## src/rtl/clock_rtc_param_if.sv

```systemverilog
// -----------------------------------------------------------------------------
// clock_rtc_param_if
// Purpose : Bundles the control, load, alarm and time/status signals of the
//           clock_rtc_param time-of-day counter.
// Modports:
//   master - drives the i_* controls and reads the o_* results (UI / bench side)
//   slave  - the counter itself: reads i_* and drives o_*
// Signals :
//   i_en, i_load, i_load_hr/min/sec, i_mode12, i_alarm_set,
//   i_alarm_hr_in, i_alarm_min_in, i_alarm_en                  (to counter)
//   o_sec, o_min, o_hr, o_hr_disp, o_pm, o_sec_tick, o_min_wrap,
//   o_hr_wrap, o_day_wrap, o_load_err, o_alarm                  (from counter)
// -----------------------------------------------------------------------------
interface clock_rtc_param_if #(
    parameter int CNT_W = 7
);
    logic             i_en;
    logic             i_load;
    logic [CNT_W-1:0] i_load_hr;
    logic [CNT_W-1:0] i_load_min;
    logic [CNT_W-1:0] i_load_sec;
    logic             i_mode12;
    logic             i_alarm_set;
    logic [CNT_W-1:0] i_alarm_hr_in;
    logic [CNT_W-1:0] i_alarm_min_in;
    logic             i_alarm_en;

    logic [CNT_W-1:0] o_sec;
    logic [CNT_W-1:0] o_min;
    logic [CNT_W-1:0] o_hr;
    logic [CNT_W-1:0] o_hr_disp;
    logic             o_pm;
    logic             o_sec_tick;
    logic             o_min_wrap;
    logic             o_hr_wrap;
    logic             o_day_wrap;
    logic             o_load_err;
    logic             o_alarm;

    modport master (
        output i_en, i_load, i_load_hr, i_load_min, i_load_sec, i_mode12,
               i_alarm_set, i_alarm_hr_in, i_alarm_min_in, i_alarm_en,
        input  o_sec, o_min, o_hr, o_hr_disp, o_pm, o_sec_tick, o_min_wrap,
               o_hr_wrap, o_day_wrap, o_load_err, o_alarm
    );

    modport slave (
        input  i_en, i_load, i_load_hr, i_load_min, i_load_sec, i_mode12,
               i_alarm_set, i_alarm_hr_in, i_alarm_min_in, i_alarm_en,
        output o_sec, o_min, o_hr, o_hr_disp, o_pm, o_sec_tick, o_min_wrap,
               o_hr_wrap, o_day_wrap, o_load_err, o_alarm
    );
endinterface

```

## src/rtl/clock_rtc_param.sv

```systemverilog
// -----------------------------------------------------------------------------
// clock_rtc_param
// Purpose : Parametrised synchronous time-of-day counter (hh:mm:ss) with an
//           integrated prescaler, run enable, range-checked time load,
//           12/24-hour display mapping and a single hh:mm alarm.
// Ports   :
//   clk  - system clock, rising edge
//   rst  - asynchronous reset, active-high
//   bus  - clock_rtc_param_if.slave (controls in, time/status out)
// Notes   : sec/min/hr and all pulse outputs are registers. hr_disp/pm are
//           decoded from the registered hour and the live mode12 input.
// -----------------------------------------------------------------------------
module clock_rtc_param #(
    parameter int CLK_DIV     = 50_000_000,
    parameter int SEC_PER_MIN = 60,
    parameter int MIN_PER_HR  = 60,
    parameter int HR_PER_DAY  = 24,
    parameter int CNT_W       = 7
) (
    input  logic                    clk,
    input  logic                    rst,
    clock_rtc_param_if.slave        bus
);

    localparam int PS_W = (CLK_DIV > 1) ? $clog2(CLK_DIV) : 1;

    localparam logic [PS_W-1:0]  PS_MAX  = PS_W'(CLK_DIV - 1);
    localparam logic [CNT_W-1:0] SEC_MAX = CNT_W'(SEC_PER_MIN - 1);
    localparam logic [CNT_W-1:0] MIN_MAX = CNT_W'(MIN_PER_HR - 1);
    localparam logic [CNT_W-1:0] HR_MAX  = CNT_W'(HR_PER_DAY - 1);
    localparam logic [CNT_W-1:0] ONE     = CNT_W'(1);

    // ------------------------------------------------------------------
    // State
    // ------------------------------------------------------------------
    logic [PS_W-1:0]  r_ps;
    logic [CNT_W-1:0] r_sec;
    logic [CNT_W-1:0] r_min;
    logic [CNT_W-1:0] r_hr;
    logic [CNT_W-1:0] r_alarm_hr;
    logic [CNT_W-1:0] r_alarm_min;
    logic             r_sec_tick;
    logic             r_min_wrap;
    logic             r_hr_wrap;
    logic             r_day_wrap;
    logic             r_load_err;
    logic             r_alarm;

    // ------------------------------------------------------------------
    // Next-state logic
    // ------------------------------------------------------------------
    logic             w_tick;
    logic             w_load_ok;
    logic             w_adv;
    logic             w_sec_wrap;
    logic             w_min_wrap;
    logic             w_hr_wrap;
    logic [PS_W-1:0]  w_ps_next;
    logic [CNT_W-1:0] w_sec_inc;
    logic [CNT_W-1:0] w_min_inc;
    logic [CNT_W-1:0] w_hr_inc;
    logic [CNT_W-1:0] w_sec_next;
    logic [CNT_W-1:0] w_min_next;
    logic [CNT_W-1:0] w_hr_next;
    logic             w_alarm_hit;

    assign w_tick    = bus.i_en && (r_ps == PS_MAX);
    assign w_load_ok = (bus.i_load_hr  <= HR_MAX)  &&
                       (bus.i_load_min <= MIN_MAX) &&
                       (bus.i_load_sec <= SEC_MAX);

    // Any load cycle (accepted or rejected) suppresses the time advance, so
    // a rejected load that coincides with a tick drops that second.
    assign w_adv = w_tick && !bus.i_load;

    // All three carries are decided from the current registers so the whole
    // rollover happens on a single edge.
    assign w_sec_wrap = (r_sec == SEC_MAX);
    assign w_min_wrap = w_sec_wrap && (r_min == MIN_MAX);
    assign w_hr_wrap  = w_min_wrap && (r_hr == HR_MAX);

    assign w_sec_inc = w_sec_wrap ? '0 : r_sec + ONE;
    assign w_min_inc = w_sec_wrap ? ((r_min == MIN_MAX) ? '0 : r_min + ONE) : r_min;
    assign w_hr_inc  = w_min_wrap ? ((r_hr == HR_MAX) ? '0 : r_hr + ONE) : r_hr;

    always_comb begin
        w_ps_next  = r_ps;
        w_sec_next = r_sec;
        w_min_next = r_min;
        w_hr_next  = r_hr;

        if (bus.i_load && w_load_ok) begin
            // Accepted load restarts the second so the new time gets a full one.
            w_ps_next  = '0;
            w_sec_next = bus.i_load_sec;
            w_min_next = bus.i_load_min;
            w_hr_next  = bus.i_load_hr;
        end else begin
            if (bus.i_en) begin
                w_ps_next = (r_ps == PS_MAX) ? '0 : r_ps + PS_W'(1);
            end
            if (w_adv) begin
                w_sec_next = w_sec_inc;
                w_min_next = w_min_inc;
                w_hr_next  = w_hr_inc;
            end
        end
    end

    // Next second is :00 exactly when sec wraps. Compared against the alarm
    // registers before any same-cycle alarm_set takes effect.
    assign w_alarm_hit = w_adv && bus.i_alarm_en && w_sec_wrap &&
                         (w_min_inc == r_alarm_min) && (w_hr_inc == r_alarm_hr);

    // ------------------------------------------------------------------
    // Registers
    // ------------------------------------------------------------------
    always_ff @(posedge clk or posedge rst) begin
        if (rst) begin
            r_ps        <= '0;
            r_sec       <= '0;
            r_min       <= '0;
            r_hr        <= '0;
            r_alarm_hr  <= '0;
            r_alarm_min <= '0;
            r_sec_tick  <= 1'b0;
            r_min_wrap  <= 1'b0;
            r_hr_wrap   <= 1'b0;
            r_day_wrap  <= 1'b0;
            r_load_err  <= 1'b0;
            r_alarm     <= 1'b0;
        end else begin
            r_ps       <= w_ps_next;
            r_sec      <= w_sec_next;
            r_min      <= w_min_next;
            r_hr       <= w_hr_next;

            r_sec_tick <= w_adv;
            r_min_wrap <= w_adv && w_sec_wrap;
            r_hr_wrap  <= w_adv && w_min_wrap;
            r_day_wrap <= w_adv && w_hr_wrap;
            r_load_err <= bus.i_load && !w_load_ok;
            r_alarm    <= w_alarm_hit;

            if (bus.i_alarm_set) begin
                r_alarm_hr  <= bus.i_alarm_hr_in;
                r_alarm_min <= bus.i_alarm_min_in;
            end
        end
    end

    // ------------------------------------------------------------------
    // Outputs
    // ------------------------------------------------------------------
    assign bus.o_sec      = r_sec;
    assign bus.o_min      = r_min;
    assign bus.o_hr       = r_hr;
    assign bus.o_sec_tick = r_sec_tick;
    assign bus.o_min_wrap = r_min_wrap;
    assign bus.o_hr_wrap  = r_hr_wrap;
    assign bus.o_day_wrap = r_day_wrap;
    assign bus.o_load_err = r_load_err;
    assign bus.o_alarm    = r_alarm;

    // 12-hour display mapping only exists for a 24-hour day.
    generate
        if (HR_PER_DAY == 24) begin : g_disp12
            localparam logic [CNT_W-1:0] TWELVE = CNT_W'(12);
            logic [CNT_W-1:0] w_hr_disp;
            logic             w_pm;

            always_comb begin
                w_hr_disp = r_hr;
                w_pm      = 1'b0;
                if (bus.i_mode12) begin
                    if (r_hr == '0) begin
                        w_hr_disp = TWELVE;
                    end else if (r_hr < TWELVE) begin
                        w_hr_disp = r_hr;
                    end else if (r_hr == TWELVE) begin
                        w_hr_disp = TWELVE;
                        w_pm      = 1'b1;
                    end else begin
                        w_hr_disp = r_hr - TWELVE;
                        w_pm      = 1'b1;
                    end
                end
            end

            assign bus.o_hr_disp = w_hr_disp;
            assign bus.o_pm      = w_pm;
        end else begin : g_disp24
            assign bus.o_hr_disp = r_hr;
            assign bus.o_pm      = 1'b0;
        end
    endgenerate

endmodule
```

## src/flat_wrapper.sv

```systemverilog
// flat-port wrapper written by rule: the top's interface ports become plain ports
module clock_rtc_param_flat 
#(
    parameter int CLK_DIV     = 50_000_000,
    parameter int SEC_PER_MIN = 60,
    parameter int MIN_PER_HR  = 60,
    parameter int HR_PER_DAY  = 24,
    parameter int CNT_W       = 7
)
  (clk, rst, bus_i_en, bus_i_load, bus_i_load_hr, bus_i_load_min, bus_i_load_sec, bus_i_mode12, bus_i_alarm_set, bus_i_alarm_hr_in, bus_i_alarm_min_in, bus_i_alarm_en, bus_o_sec, bus_o_min, bus_o_hr, bus_o_hr_disp, bus_o_pm, bus_o_sec_tick, bus_o_min_wrap, bus_o_hr_wrap, bus_o_day_wrap, bus_o_load_err, bus_o_alarm);
  clock_rtc_param_if #(.CNT_W(CNT_W)) bus_i ();
  input  logic clk;
  input  logic rst;
  input wire logic [$bits(bus_i.i_en)-1:0] bus_i_en;
  input wire logic [$bits(bus_i.i_load)-1:0] bus_i_load;
  input wire logic [$bits(bus_i.i_load_hr)-1:0] bus_i_load_hr;
  input wire logic [$bits(bus_i.i_load_min)-1:0] bus_i_load_min;
  input wire logic [$bits(bus_i.i_load_sec)-1:0] bus_i_load_sec;
  input wire logic [$bits(bus_i.i_mode12)-1:0] bus_i_mode12;
  input wire logic [$bits(bus_i.i_alarm_set)-1:0] bus_i_alarm_set;
  input wire logic [$bits(bus_i.i_alarm_hr_in)-1:0] bus_i_alarm_hr_in;
  input wire logic [$bits(bus_i.i_alarm_min_in)-1:0] bus_i_alarm_min_in;
  input wire logic [$bits(bus_i.i_alarm_en)-1:0] bus_i_alarm_en;
  output wire logic [$bits(bus_i.o_sec)-1:0] bus_o_sec;
  output wire logic [$bits(bus_i.o_min)-1:0] bus_o_min;
  output wire logic [$bits(bus_i.o_hr)-1:0] bus_o_hr;
  output wire logic [$bits(bus_i.o_hr_disp)-1:0] bus_o_hr_disp;
  output wire logic [$bits(bus_i.o_pm)-1:0] bus_o_pm;
  output wire logic [$bits(bus_i.o_sec_tick)-1:0] bus_o_sec_tick;
  output wire logic [$bits(bus_i.o_min_wrap)-1:0] bus_o_min_wrap;
  output wire logic [$bits(bus_i.o_hr_wrap)-1:0] bus_o_hr_wrap;
  output wire logic [$bits(bus_i.o_day_wrap)-1:0] bus_o_day_wrap;
  output wire logic [$bits(bus_i.o_load_err)-1:0] bus_o_load_err;
  output wire logic [$bits(bus_i.o_alarm)-1:0] bus_o_alarm;
  assign bus_i.i_en = bus_i_en;
  assign bus_i.i_load = bus_i_load;
  assign bus_i.i_load_hr = bus_i_load_hr;
  assign bus_i.i_load_min = bus_i_load_min;
  assign bus_i.i_load_sec = bus_i_load_sec;
  assign bus_i.i_mode12 = bus_i_mode12;
  assign bus_i.i_alarm_set = bus_i_alarm_set;
  assign bus_i.i_alarm_hr_in = bus_i_alarm_hr_in;
  assign bus_i.i_alarm_min_in = bus_i_alarm_min_in;
  assign bus_i.i_alarm_en = bus_i_alarm_en;
  assign bus_o_sec = bus_i.o_sec;
  assign bus_o_min = bus_i.o_min;
  assign bus_o_hr = bus_i.o_hr;
  assign bus_o_hr_disp = bus_i.o_hr_disp;
  assign bus_o_pm = bus_i.o_pm;
  assign bus_o_sec_tick = bus_i.o_sec_tick;
  assign bus_o_min_wrap = bus_i.o_min_wrap;
  assign bus_o_hr_wrap = bus_i.o_hr_wrap;
  assign bus_o_day_wrap = bus_i.o_day_wrap;
  assign bus_o_load_err = bus_i.o_load_err;
  assign bus_o_alarm = bus_i.o_alarm;
  clock_rtc_param #(.CLK_DIV(CLK_DIV), .SEC_PER_MIN(SEC_PER_MIN), .MIN_PER_HR(MIN_PER_HR), .HR_PER_DAY(HR_PER_DAY), .CNT_W(CNT_W)) u_core (.clk(clk), .rst(rst), .bus(bus_i));
endmodule
```

## config.mk

```make
export PLATFORM = sky130hd
export DESIGN_NAME = clock_rtc_param_flat
export DESIGN_NICKNAME = d
export VERILOG_FILES = /design/src/rtl/clock_rtc_param_if.sv /design/src/rtl/clock_rtc_param.sv /design/src/flat_wrapper.sv
export SDC_FILE = /design/constraint.sdc
export NUM_CORES = 1
export LEC_CHECK = 0
export ABC_AREA = 0
export CAP_MARGIN = 20
export CORE_MARGIN = 2
export CORE_UTILIZATION = 50
export DETAILED_ROUTE_END_ITERATION = 10
export PLACE_DENSITY = 0.84
export SYNTH_ARGS = -nofsm -noshare
export SYNTH_HDL_FRONTEND = slang
export SYNTH_SLANG_ARGS = --single-unit
```

## constraint.sdc

```tcl
create_clock -name clk -period 3.1 [get_ports clk]
set_input_delay 0.465 -clock clk [delete_from_list [all_inputs] [get_ports clk]]
set_output_delay 0.465 -clock clk [all_outputs]
set_load 0.005 [all_outputs]
```

==> results summary <==
The pre-CTS worst setup slack is 0.3863 ns. The number of hold violations in the final report came out at 0. The count of cells in the finished layout, fillers not included, comes to 657. For this run, the leading register cell type out of synthesis is sky130_fd_sc_hd__dfrtp_1. The number of I/O pins came out at 77. The post-synthesis cell count came out at 469. The number of synthesis warnings came out at 0. The combined area of all synthesized cells is 4095 µm². The standard-cell row count is 33.

The total power density per cell area came out at 525.5 nW/µm². The number of register bits inferred by synthesis came out at 67. The count of vias placed by the detailed router is 4,058. The antenna violation net count after detailed routing came out at 0.

The completed layout was analyzed and its total power is 2.756 mW. The detailed router finished its first iteration with 344 violations. The multiplexer area fraction after synthesis is 5.316%. The setup-violating endpoint count in the final report came out at 0.

The total met2 wirelength after detailed routing is 5.573 mm. The proportion of layout cells with a drive suffix above 1 came out at 9.964%. At the later pin of the worst-skew pair, clock insertion delay measures 0.34 ns. The total placed cells including tap cells is 642.

The data required time of the critical path is 2.63 ns. The complex-gate fraction of the synthesized area came out at 14.15%. The placed standard-cell area is 5000 µm². The share of synthesized registers carrying an async set or reset came out at 100.0%. The worst path setup slack after routing came out at 0.2611 ns.

The path class of the tightest hold or removal check is reg -> reg. The critical path goes through or3_1 > a21oi_1 > nand2b_1 > inv_1 > a21oi_1 > a31oi_1 > clkdlybuf4s50_1. The cell type with the highest occurrence count on the critical path is sky130_fd_sc_hd__a21oi_1.

The arithmetic-cell share of the synthesized area counting full adders, half adders and majority gates came out at 2.444%. For hold timing, the worst endpoint is u_core.r_alarm_min[6]. The average cell area after synthesis came out at 8.732 µm². The count of max-cap constraint violations came out at 0. The period utilization is 91.58%. The congestion estimate from routability-driven global placement came to 0.8986. In this run the post-CTS setup repair buffer count came out at 0.

Summed over all nets, wire length on met3 after detailed routing comes to 992 µm. The die outline width is 94.50 µm. After synthesis, the largest family of logic cells by area is simple AND/OR/NAND/NOR gates. The area enclosed by the die boundary came out at 8930 µm². The H-tree generated during clock tree synthesis spans 3 levels. The worst IR drop on VDD came out at 0.0002647 V. The number of nets at the end of the flow is 598.

The xor and xnor fraction of the mapped netlist area is 6.416%. Along the worst path, the maximum fanout reaches 12. The depth of the worst hold-timing path is 1.

The clock net in this run drives a total of 67 sinks. The number of antenna cells inserted is 0. The initial utilization of the core area, before any placement, comes to 50.60%. The startpoint identified for the worst hold timing path is u_core.r_alarm_min[6]. The detailed-route vias per instance is 6.177. The finished layout cell area came out at 5245 µm².

The buffer levels on the longest clock path came out at 2. Measured against its own limit, the worst slew margin works out to 54.84%. After clock tree synthesis, the clock-pin slew on the worst setup and hold paths is 0.07 ns. The transition time of the tightest slew-check pin came out at 0.6722 ns. The average wire per standard cell came out at 17.69 µm. Setup repair after global routing left no endpoint under its margin. Cells fill 64.81% of the core in the end. For the finished layout, the period the worst path requires is 2.839 ns.

The number of flops mapped to enable cells by yosys is 0. On the final layout, the worst hold slack is 0.5334 ns. The kind of end point of the critical path is an output port. Summing the sequential cell areas from Yosys gives 40.94% of the chip area. The first global-routing pass estimated 19.09 mm of wire. Buffers inserted to repair hold after CTS numbered 0.

The total of buffers placed on input and output ports came out at 76. The critical path class is reg -> out. TritonCTS created 9 clock buffers. The detailed-placement wirelength estimate is 8.583 mm. The startpoint kind of the worst setup timing path is a flip-flop. The synthesis-to-finish area growth came out at 28.08%.

The leakage power came out at 2.180 nW. The endpoint of the worst register-to-register path is u_core.bus.o_alarm. Based on the critical path, the design can be clocked at up to 352.2 MHz.

The detailed router used layers up to and including met4. The critical path arrival is 2.37 ns. The via count of the first global-routing pass came out at 3,908. The detailed-router iteration count before antenna repair came out at 5. The slowest stage of the critical path is the sky130_fd_sc_hd__dfrtp_1 cell. The longest individual stage delay on the worst path came out at 0.55 ns. After detailed routing, the number of remaining DRC violations is 0. The combined global-route utilization of all metal layers is 27.44%.

The remaining global-route overflow came out at 0. Clock skew on the completed layout was measured at 0.009492 ns. The core area is 8093 µm².

The clock tree from TritonCTS is built. The met1 wire length is 4.812 mm. In this run the critical register-to-register path is launched from u_core.bus.o_sec[0].

Clock tree synthesis selected as its root buffer the cell sky130_fd_sc_hd__clkbuf_8. The largest net degree at the start of global routing came out at 41. The worst register-to-register path has a depth of 8. Setup total negative slack on the finished layout was measured at 0 ns.

The simple logic cell fraction of the synthesized area came out at 27.53%. The number of pins with negative max-slew slack in the final report is 0. The number of unique standard cell types used by synthesis is 56. The number of antenna violations at the first check in global routing came out at 0. The total nets after synthesis is 519. The run finished with clean final reports. Measured along the y axis, the die boundary spans 94.50 µm. The flop-to-flop setup slack came out at 0.49 ns. The total routed wirelength is 11.62 mm.
-- routing by layer --
metal | vias up | track usage (%)
li1 | 1857 | -
met1 | 1938 | 36.30
met2 | 237 | 44.11
met3 | 26 | 5.826
met4 | 0 | 10.99
met5 | - | 0
-- cell usage in the layout (no fill, tap or decap), drive strengths merged, types with 2 or more instances in the layout --
| master | instances |
|---|---|
| bufinv | 3 |
| o31ai | 2 |
| a41oi | 3 |
| a21o | 2 |
| xor2 | 19 |
| o41ai | 3 |
| mux2 | 14 |
| a31oi | 10 |
| and2 | 7 |
| clkdlybuf4s50 | 75 |
| ha | 8 |
| a22oi | 4 |
| o22ai | 4 |
| xnor2 | 11 |
| or3 | 5 |
| nand4 | 14 |
| and3 | 8 |
| buf | 11 |
| nor3b | 2 |
| mux2i | 6 |
| nand3 | 29 |
| nor2 | 49 |
| nor4bb | 2 |
| nand2b | 6 |
| nand3b | 3 |
| and4 | 6 |
| nand4b | 3 |
| o21ai | 27 |
| nand2 | 60 |
| or2 | 2 |
| inv | 13 |
| a21oi | 22 |
| o211ai | 4 |
| clkbuf | 9 |
| clkinv | 2 |
| nor4 | 3 |
| dfrtp | 67 |
| nor3 | 18 |
-- worst max-delay path: cells and delay by family (launching register included) --
kind	cells	cell delay (ns)
AND/OR/NAND/NOR	2	0.62
buffers and inverters	2	0.54
flip-flops	1	0.55
AO/OA/AOI/OAI	3	0.34
-- cells by family (layout without fill, tap and decap cells) --
family / count (synthesis) / after routing
compound gates: 91 / 91
xor+xnor: 30 / 30
fa+ha+maj: 8 / 8
buf+inv: 32 / 115
flops: 67 / 67
mux: 20 / 20
simple gates: 221 / 221
-- area by class of cell --
| type | count | area, µm² |
|---|---|---|
| timing repair buffer | 87 | 858.3 |
| tap | 105 | 131.4 |
| fill | 682 | 2848 |
| sequential | 67 | 1680 |
| multi-input combinational | 370 | 2287 |
| clock buffer | 9 | 123.9 |
| inverter | 13 | 48.80 |
| clock inverter | 6 | 115.1 |
-- worst max path at each step --
stage	from	endpoint	slack [ns]	cells after the start
final	u_core.bus.o_hr[5]	bus_o_hr_disp[6]	0.26	7
after global routing	u_core.bus.o_hr[5]	bus_o_hr_disp[6]	0.19	7
after global placement	bus_i_mode12	bus_o_hr_disp[5]	0.47	7
after CTS	u_core.bus.o_hr[2]	bus_o_hr_disp[5]	0.04	10
after floorplan	u_core.bus.o_min[0]	u_core.bus.o_alarm	0.75	8
after detailed placement	bus_i_mode12	bus_o_hr_disp[5]	0.39	7
-- cell usage after synthesis (2+ instances only) --
master	number	area [µm²]
sky130_fd_sc_hd__a21o_1	2	15.01
sky130_fd_sc_hd__a21oi_1	22	110.1
sky130_fd_sc_hd__a22oi_1	4	30.03
sky130_fd_sc_hd__a31oi_1	10	62.56
sky130_fd_sc_hd__a41oi_1	2	17.52
sky130_fd_sc_hd__and2_1	7	43.79
sky130_fd_sc_hd__and3_1	8	50.05
sky130_fd_sc_hd__and4_1	6	52.55
sky130_fd_sc_hd__buf_4	3	22.52
sky130_fd_sc_hd__clkbuf_1	15	56.30
sky130_fd_sc_hd__dfrtp_1	67	1677
sky130_fd_sc_hd__ha_1	8	100.1
sky130_fd_sc_hd__inv_1	11	41.29
sky130_fd_sc_hd__inv_2	2	7.510
sky130_fd_sc_hd__mux2_2	14	157.7
sky130_fd_sc_hd__mux2i_1	6	60.06
sky130_fd_sc_hd__nand2_1	58	217.7
sky130_fd_sc_hd__nand2_2	2	12.51
sky130_fd_sc_hd__nand2b_1	6	37.54
sky130_fd_sc_hd__nand3_1	29	145.1
sky130_fd_sc_hd__nand3b_1	3	22.52
sky130_fd_sc_hd__nand4_1	13	81.33
sky130_fd_sc_hd__nand4b_1	3	26.28
sky130_fd_sc_hd__nor2_1	49	183.9
sky130_fd_sc_hd__nor3_1	18	90.09
sky130_fd_sc_hd__nor3b_1	2	15.01
sky130_fd_sc_hd__nor4_1	3	18.77
sky130_fd_sc_hd__nor4bb_1	2	20.02
sky130_fd_sc_hd__o211ai_1	4	30.03
sky130_fd_sc_hd__o21ai_0	15	75.07
sky130_fd_sc_hd__o21ai_1	12	60.06
sky130_fd_sc_hd__o22ai_1	4	25.02
sky130_fd_sc_hd__o31ai_1	2	15.01
sky130_fd_sc_hd__o41ai_1	3	26.28
sky130_fd_sc_hd__or3_1	5	31.28
sky130_fd_sc_hd__xnor2_1	11	96.34
sky130_fd_sc_hd__xor2_1	19	166.4
-- sequential cells by signal (all words and copies together), names as in the netlist --
register	count
u_core.bus.o_day_wrap	1
u_core.bus.o_min_wrap	1
u_core.bus.o_sec	7
u_core.bus.o_alarm	1
u_core.bus.o_load_err	1
u_core.r_ps	26
u_core.bus.o_min	7
u_core.bus.o_sec_tick	1
u_core.r_alarm_hr	7
u_core.r_alarm_min	7
u_core.bus.o_hr	7
u_core.bus.o_hr_wrap	1
-- where the power goes --
part	total, mW	internal (mW)	switching (mW)
Sequential	1.15	0.980	0.171
Clock	0.871	0.532	0.339
Combinational	0.734	0.387	0.347
Total	2.76	1.90	0.857
-- what timing repair did --
| item | CTS | global route |
|---|---|---|
| resized for setup | 0 | 4 |
| hold endpoints to repair | 0 | 0 |
| setup endpoints to repair | 0 | 1 |
Note: power is estimated with default switching activity, not from simulation.
